$ cat src/rtl/word_scan_ctrl.sv
// rtl/word_scan_ctrl.sv - word-to-bit-serial scan controller around an overlapping 1101 detector
module word_scan_ctrl #(
    parameter int WIDTH = 8,
    parameter int CW    = 4
) (
    input  logic             clk,
    input  logic             rst,
    input  logic             in_valid,
    input  logic [WIDTH-1:0] in_data,
    input  logic             in_carry,
    output logic             in_ready,
    output logic             det_pulse,
    output logic [CW-1:0]    match_count,
    output logic             done,
    output logic             busy
);

    localparam int BW = (WIDTH > 1) ? $clog2(WIDTH) : 1;
    localparam logic [BW-1:0] LAST_BIT  = BW'(WIDTH - 1);
    localparam logic [CW-1:0] COUNT_MAX = {CW{1'b1}};

    typedef enum logic [1:0] {
        ST_IDLE,
        ST_SHIFT,
        ST_DONE
    } state_t;

    typedef enum logic [1:0] {
        D0,
        D1,
        D11,
        D110
    } det_t;

    state_t           state_q, state_d;
    det_t             det_q, det_d;
    det_t             det_step;
    logic             det_hit;
    logic [WIDTH-1:0] shreg_q, shreg_d;
    logic [BW-1:0]    bitcnt_q, bitcnt_d;
    logic [CW-1:0]    count_q, count_d;
    logic             pulse_q, pulse_d;
    logic             done_q, done_d;
    logic             bit_in;

    assign bit_in      = shreg_q[WIDTH-1];
    assign in_ready    = (state_q == ST_IDLE);
    assign busy        = (state_q != ST_IDLE);
    assign det_pulse   = pulse_q;
    assign match_count = count_q;
    assign done        = done_q;

    // Detector transition for the bit currently at the head of the shift register
    always_comb begin
        det_step = D0;
        det_hit  = 1'b0;
        case (det_q)
            D0:   det_step = bit_in ? D1  : D0;
            D1:   det_step = bit_in ? D11 : D0;
            D11:  det_step = bit_in ? D11 : D110;
            D110: begin
                if (bit_in) begin
                    det_step = D1;
                    det_hit  = 1'b1;
                end else begin
                    det_step = D0;
                end
            end
            default: det_step = D0;
        endcase
    end

    // Control FSM: accept in IDLE, scan MSB-first in SHIFT, strobe done in DONE
    always_comb begin
        state_d  = state_q;
        det_d    = det_q;
        shreg_d  = shreg_q;
        bitcnt_d = bitcnt_q;
        count_d  = count_q;
        pulse_d  = 1'b0;
        done_d   = 1'b0;
        case (state_q)
            ST_IDLE: begin
                if (in_valid) begin
                    shreg_d  = in_data;
                    bitcnt_d = '0;
                    count_d  = '0;
                    if (!in_carry) begin
                        det_d = D0;
                    end
                    state_d = ST_SHIFT;
                end
            end
            ST_SHIFT: begin
                det_d    = det_step;
                shreg_d  = {shreg_q[WIDTH-2:0], 1'b0};
                bitcnt_d = bitcnt_q + 1'b1;
                if (det_hit) begin
                    pulse_d = 1'b1;
                    if (count_q != COUNT_MAX) begin
                        count_d = count_q + 1'b1;
                    end
                end
                if (bitcnt_q == LAST_BIT) begin
                    state_d = ST_DONE;
                    done_d  = 1'b1;
                end
            end
            ST_DONE: begin
                state_d = ST_IDLE;
            end
            default: begin
                state_d = ST_IDLE;
            end
        endcase
    end

    // State registers; reset discards any word in flight
    always_ff @(posedge clk or negedge rst) begin
        if (!rst) begin
            state_q  <= ST_IDLE;
            det_q    <= D0;
            shreg_q  <= '0;
            bitcnt_q <= '0;
            count_q  <= '0;
            pulse_q  <= 1'b0;
            done_q   <= 1'b0;
        end else begin
            state_q  <= state_d;
            det_q    <= det_d;
            shreg_q  <= shreg_d;
            bitcnt_q <= bitcnt_d;
            count_q  <= count_d;
            pulse_q  <= pulse_d;
            done_q   <= done_d;
        end
    end

endmodule
$ cat config.mk
export PLATFORM = sky130hd
export DESIGN_NAME = word_scan_ctrl
export DESIGN_NICKNAME = d
export VERILOG_FILES = /design/src/rtl/word_scan_ctrl.sv
export SDC_FILE = /design/constraint.sdc
export NUM_CORES = 1
export LEC_CHECK = 0
export CORE_UTILIZATION = 53
export DETAILED_ROUTE_END_ITERATION = 8
export PLACE_DENSITY_LB_ADDON = 0.08
export SYNTH_ARGS = -nofsm -noshare
export SYNTH_HDL_FRONTEND = slang
export SYNTH_SLANG_ARGS = --single-unit
$ cat constraint.sdc
create_clock -name clk -period 3.8 [get_ports clk]
set_input_delay 0.76 -clock clk [delete_from_list [all_inputs] [get_ports clk]]
set_output_delay 0.76 -clock clk [all_outputs]
set_load 0.005 [all_outputs]
==> results_dict.tcl, run 1 <==
set metrics [dict create \
    synth_area_leaders "dfrtp_1 52%, ha_1 7.4%, a22oi_1 5.2%, nand2_1 3.7%, o21ai_0 3.5%" \
    synth_adder_area_share_pct 7.43 \
    synth_nets 114 \
    p_leak_nw 0.536 \
    p_per_area_nw_per_um2 637 \
    maxCapViolCount 0 \
    grt-busiest-layer "met1" \
    start_kind "register" \
    ctsHtreeMaxLevel 1 \
    drc 0 \
    grt_max_degree 22 \
    gp_congestion 0.713 \
    cp-end-kind "output port" \
    slew_headroom_pct 38.1 \
    coreArea_sq_um 1760 \
    tightest_slew_ns 0.926 \
    fin_setup_tns_ns 0 \
    worstPathCellList "or2_1, inv_1, clkdlybuf4s50_1" \
    place_ws_ns 1.63 \
    critPathMaxFanout 16 \
    syn_avg_cell_area_sq_um 10.5 \
    initial_core_util_pct 57.2 \
    root_buffer "clkbuf_4" \
    antenna_found_initial 0 \
    cts_tree "done" \
    dp_hpwl_microns 1340 \
    yosys_most_used_dff "dfrtp_1" \
    die_h_microns 45.6 \
    peakVddDrop_uv 347 \
    cts_buffers 3 \
    fin_crit_ns 2.48 \
    grt_use_met1_pct 33.3 \
    synth_top_family_by_area "compound AO/OA/AOI/OAI gates" \
    grt_pass1_wl_microns 3230 \
    fmax_mhz 404 \
    die_w_microns 45.6 \
    holdBufCountCts 0 \
    synth-edff-count 0 \
    overflow 0 \
    arrival_ns 1.72 \
    synth_xor_area_share_pct 0 \
    rsz0062_at_grt "false" \
    finalNonFillerCells 139 \
    ys_warn_count 0 \
    synth_async_sr_flop_share_pct 100 \
    layout_setup_ws_ns 1.32 \
    maxSlewViolCount 0 \
    routed_wl_microns 1850 \
    dr.first_iter.drc_count 21 \
    worstHoldPathType "register to register" \
    min_period_over_period_pct 65.2 \
    syn-instance-count 96 \
    yosys.area_share.simple_pct 10.7 \
    cts_buffer_depth 2 \
    antenna_left 0 \
    yosysTopAreaCell "dfrtp_1" \
    n_antenna_cell 0 \
    ys_types 30 \
    yosysSeqAreaShare_pct 52.0 \
    clk_latency_ns 0.29 \
    status "finished, final reports clean" \
    yosys_register_bits 21 \
    met2_usage_pct 32.6 \
    grt_pass1_vias 715 \
    grtUsageMet3_pct 2.38 \
    synth_top_area_share_pct 52.0 \
    crit_type "register to output port" \
    critical_path.slowest_cell "dfrtp_1" \
    synth_compound_area_share_pct 20.9 \
    via_per_inst 5.54 \
    area_growth_pct 21.6 \
    num_rows 15 \
    io_pins 20 \
    placed_cells 135 \
    setup_viol 0 \
    synth_area_sq_um 1010 \
    cts_setup_buffers 0 \
    clk_pin_slew_worst_paths_ns 0.11 \
    dr.pass1.iters 4 \
    routedWlPerCell_microns 13.3 \
    finalHoldViolations 0 \
    synthMuxAreaShare_pct 2.97 \
    track_usage_pct 22.2 \
    slowest_delay_ns 0.58 \
    layout-drive-gt1-share_pct 3.51 \
    num_vias 770 \
    crit_required_ns 3.04 \
    nNetsFinal 133 \
    skew_ns 0.00636 \
    io_buffers 19 \
    dieArea_sq_um 2080 \
    cts_resized 0 \
    cts.sinks 21 \
]
==> cell families (layout without fill, tap and decap cells) <==
kind of cell,count (synthesis),in the layout
buf+inv,13,31
fa+ha+maj,6,6
simple gates,22,22
mux,3,3
compound gates,31,31
flops,21,21
==> power by group <==
part / internal, mW / switching (mW) / leakage [nW]
Clock: 0.0407 / 0.0618 / 0.0150
Combinational: 0.161 / 0.133 / 0.247
Sequential: 0.303 / 0.0832 / 0.274
Total: 0.504 / 0.278 / 0.536
==> metrics by stage <==
| stage | area [sq um] | hold WS [ns] | util [%] | total power [mW] |
|---|---|---|---|---|
| after CTS | 1230 | 0.507 | 69.6 | 0.788 |
| final | 1230 | 0.495 | 69.6 | 0.782 |
| after detailed placement | 1200 | 0.480 | 68.1 | 0.685 |
| after floorplan | 1010 | 0.451 | - | 0.566 |
| after global placement | 1200 | 0.464 | 68.1 | 0.671 |
| after global routing | 1230 | 0.526 | 69.6 | 0.855 |
==> critical path: cells and delay by family (launching register included) <==
kind / cells / cell delay (ns)
buffers and inverters: 2 / 0.55
DFF: 1 / 0.58
and+or+nand+nor: 1 / 0.31
==> state kept, by name (all words and copies together), names as in the netlist <==
signal and flops:
match_count 4, det_pulse 1, shreg_q 8, det_q 2, done 1, state_q 2
bitcnt_q 3
==> layer usage <==
metal	wire length (microns)	part of all wire [%]
met2	802	43
met1	968	52
met3	59	3.2
met4	22	1.2
met5	0	0
==> cell usage after synthesis (all sizes together), types with 2 or more instances <==
master and n:
nand3 2, buf 4, nor2 3, inv 8, a22oi 7, mux2i 3, o22ai 3, a22o 3
o21ai 9, nand2 10, nor2b 3, dfrtp 21, ha 6
==> path summary, 6_finish.rpt <==
check                                 from             end  slack, ns  depth (start not counted)
worst min register to register  shreg_q[6]      shreg_q[6]       0.50                          2
worst max-delay path            state_q[0]        in_ready       1.32                          3
worst max register to register  state_q[0]      shreg_q[5]       2.20                          3
min in group asynchronous              rst      shreg_q[7]       0.97                          1
worst min-delay path            shreg_q[6]      shreg_q[6]       0.50                          2
max in group asynchronous              rst  match_count[2]       2.26                          1
==> cells in the final DEF (no fill, tap or decap), types with 2 or more instances in the layout <==
master,Yosys,layout
o22ai_1,3,3
nand3_1,2,2
mux2i_1,3,3
o21ai_1,2,2
a22oi_1,7,7
dfrtp_1,21,21
nor2_1,3,3
nand2_1,10,10
nor2b_1,3,3
a22o_1,3,3
ha_1,6,6
clkdlybuf4s50_1,0,19
o21ai_0,7,7
inv_1,7,7
clkbuf_4,0,3
==> final cells by class <==
type                    instances  area [sq um]
clock buffers                   4          26.3
fillers                       156           537
inverters                       8          30.0
multi-input cells              62           424
flip-flops and latches         21           526
well taps                      25          31.3
repair buffers                 19           190
Power figures use the tool's default switching activity.
==> inputs of run 2 (changes only) <==
--- a/config.mk
+++ b/config.mk
@@ -5,7 +5,7 @@
 export SDC_FILE = /design/constraint.sdc
 export NUM_CORES = 1
 export LEC_CHECK = 0
-export CORE_UTILIZATION = 53
+export CORE_UTILIZATION = 45
 export DETAILED_ROUTE_END_ITERATION = 8
 export PLACE_DENSITY_LB_ADDON = 0.08
 export SYNTH_ARGS = -nofsm -noshare
==> constraint.sdc (replaced) <==
create_clock -name clk -period 2 [get_ports clk]
set_input_delay 0.4 -clock clk [delete_from_list [all_inputs] [get_ports clk]]
set_output_delay 0.4 -clock clk [all_outputs]
set_load 0.005 [all_outputs]
==> run 2 against run 1 <==
Net effect:
- clock skew rose by 0.0073 ns
- register-to-register slack got worse by 1.7 ns
- die area rose by 17%
- global-route usage fell by 3.5 points
- sequential share of layout area fell by 1.1 points
- flip-flop and latch count did not move
- combinational power rose by 120%
- clock power rose by 94%
- sequential power rose by 78%
- routed wire length rose by 5.7%
- clock-buffer cell count did not move
- total power rose by 95%
==> results_dict.tcl, run 2 (synthesis results as in run 1) <==
set metrics [dict create \
    clk_pin_slew_worst_paths_ns 0.12 \
    regMostFlops "shreg_q" \
    routedWlPerCell_microns 13.5 \
    n_antenna_cell 0 \
    cts_setup_buffers 0 \
    p_per_area_nw_per_um2 1210 \
    status "finished, final reports clean" \
    via_per_inst 5.17 \
    fin_crit_ns 1.87 \
    utilization_pct 61.7 \
    peakVddDrop_uv 571 \
    cts_buffers 3 \
    dp_hpwl_microns 1460 \
    overflow 0 \
    ctsHtreeMaxLevel 1 \
    fill_cells 187 \
    drc 0 \
    layout-drive-gt1-share_pct 6.78 \
    p_total_mw 1.53 \
    cts.sinks 21 \
    holdBufCountCts 0 \
    maxCapViolCount 0 \
    min_period_over_period_pct 93.6 \
    maxSlewViolCount 0 \
    routed_wl_microns 1960 \
    io_pins 20 \
    die_h_microns 49.4 \
    crit_required_ns 1.60 \
    dr.first_iter.drc_count 8 \
    initial_core_util_pct 49.4 \
    layout.area.seq_sq_um 526 \
    grt_pass1_vias 772 \
    antenna_left 0 \
    cp-end-kind "output port" \
    fmax_mhz 534 \
    finalHoldViolations 0 \
    setup_viol 0 \
    p_leak_nw 0.556 \
    cts_tree "done" \
    worstHoldPathType "input pin to async pin" \
    nNetsFinal 137 \
    clk_latency_ns 0.30 \
    grt_max_degree 22 \
    area_growth_pct 24.8 \
    dieArea_sq_um 2440 \
    crit_type "register to output port" \
    antenna_found_initial 0 \
    root_buffer "clkbuf_4" \
    skew_ns 0.0137 \
    grt_pass1_wl_microns 3500 \
    num_rows 16 \
    tightest_slew_ns 0.793 \
    num_vias 750 \
    start_kind "register" \
    fin_setup_tns_ns 0 \
    cts_buffer_depth 2 \
    dr.pass1.iters 4 \
    largest_reg_flops 8 \
    gp_congestion 0.825 \
    slew_headroom_pct 47.1 \
    multi_input_comb_area_sq_um 424 \
    io_buffers 19 \
    cts_resized 0 \
    arrival_ns 1.47 \
    rsz0062_at_grt "false" \
    die_w_microns 49.4 \
    critPathMaxFanout 2 \
    coreArea_sq_um 2040 \
    final_common_cell "dfrtp_1" \
    final_cell_mix "21 x dfrtp_1, 19 x clkdlybuf4s50_1, 10 x nand2_1" \
    track_usage_pct 18.7 \
]
[run 2: final cells by class]
| cell class | count | share of cell area [%] |
|---|---|---|
| Sequential cell | 21 | 41.7 |
| Multi-Input combinational cell | 62 | 33.7 |
| Timing Repair Buffer | 23 | 17.5 |
| Tap cell | 27 | 2.68 |
| Inverter | 8 | 2.38 |
| Clock buffer | 4 | 2.09 |
[run 2: final timing paths]
path | to | startpoint | cells past startpoint | slack, ns
max | in_ready | state_q[1] | 3 | 0.13
min | match_count[2] | rst | 2 | 0.42
max reg2reg | shreg_q[5] | state_q[0] | 4 | 0.46
min reg2reg | shreg_q[3] | shreg_q[3] | 2 | 0.50
max in group asynchronous | shreg_q[5] | rst | 2 | 1.35
min in group clk | shreg_q[3] | shreg_q[3] | 2 | 0.50
[run 2: layer usage]
layer	up-vias	GRT usage [%]	part of all wire (%)	wire, microns
li1	387	-	-	-
met1	354	25.7	49	964
met2	9	31.7	49	952
met3	0	2.80	2.1	42
met4	0	2.86	0	0
met5	-	0	0	0
[run 2: critical path, stage by stage, from the launching register on]
cell and delay (ns):
dfrtp_1 0.39, or2_1 0.25, inv_1 0.06, clkdlybuf4s50_1 0.49
[run 2: report_power, final]
group          switching [mW]  internal [mW]
logic                   0.309          0.330
registers               0.112          0.576
clock network           0.122         0.0775
[run 2: stage by stage]
| step | area [sq um] | worst slack (ns) | instances | hold WS [ns] |
|---|---|---|---|---|
| 2_1_floorplan | 1010 | 0.696 | 96 | 0.104 |
| 3_3_place_gp | 1230 | 0.238 | 141 | 0.469 |
| 3_5_place_dp | 1230 | 0.166 | 141 | 0.472 |
| 4_1_cts | 1260 | 0.104 | 145 | 0.431 |
| 5_1_grt | 1260 | 0.0445 | 145 | 0.459 |
| 6_report | 1260 | 0.128 | 145 | 0.425 |
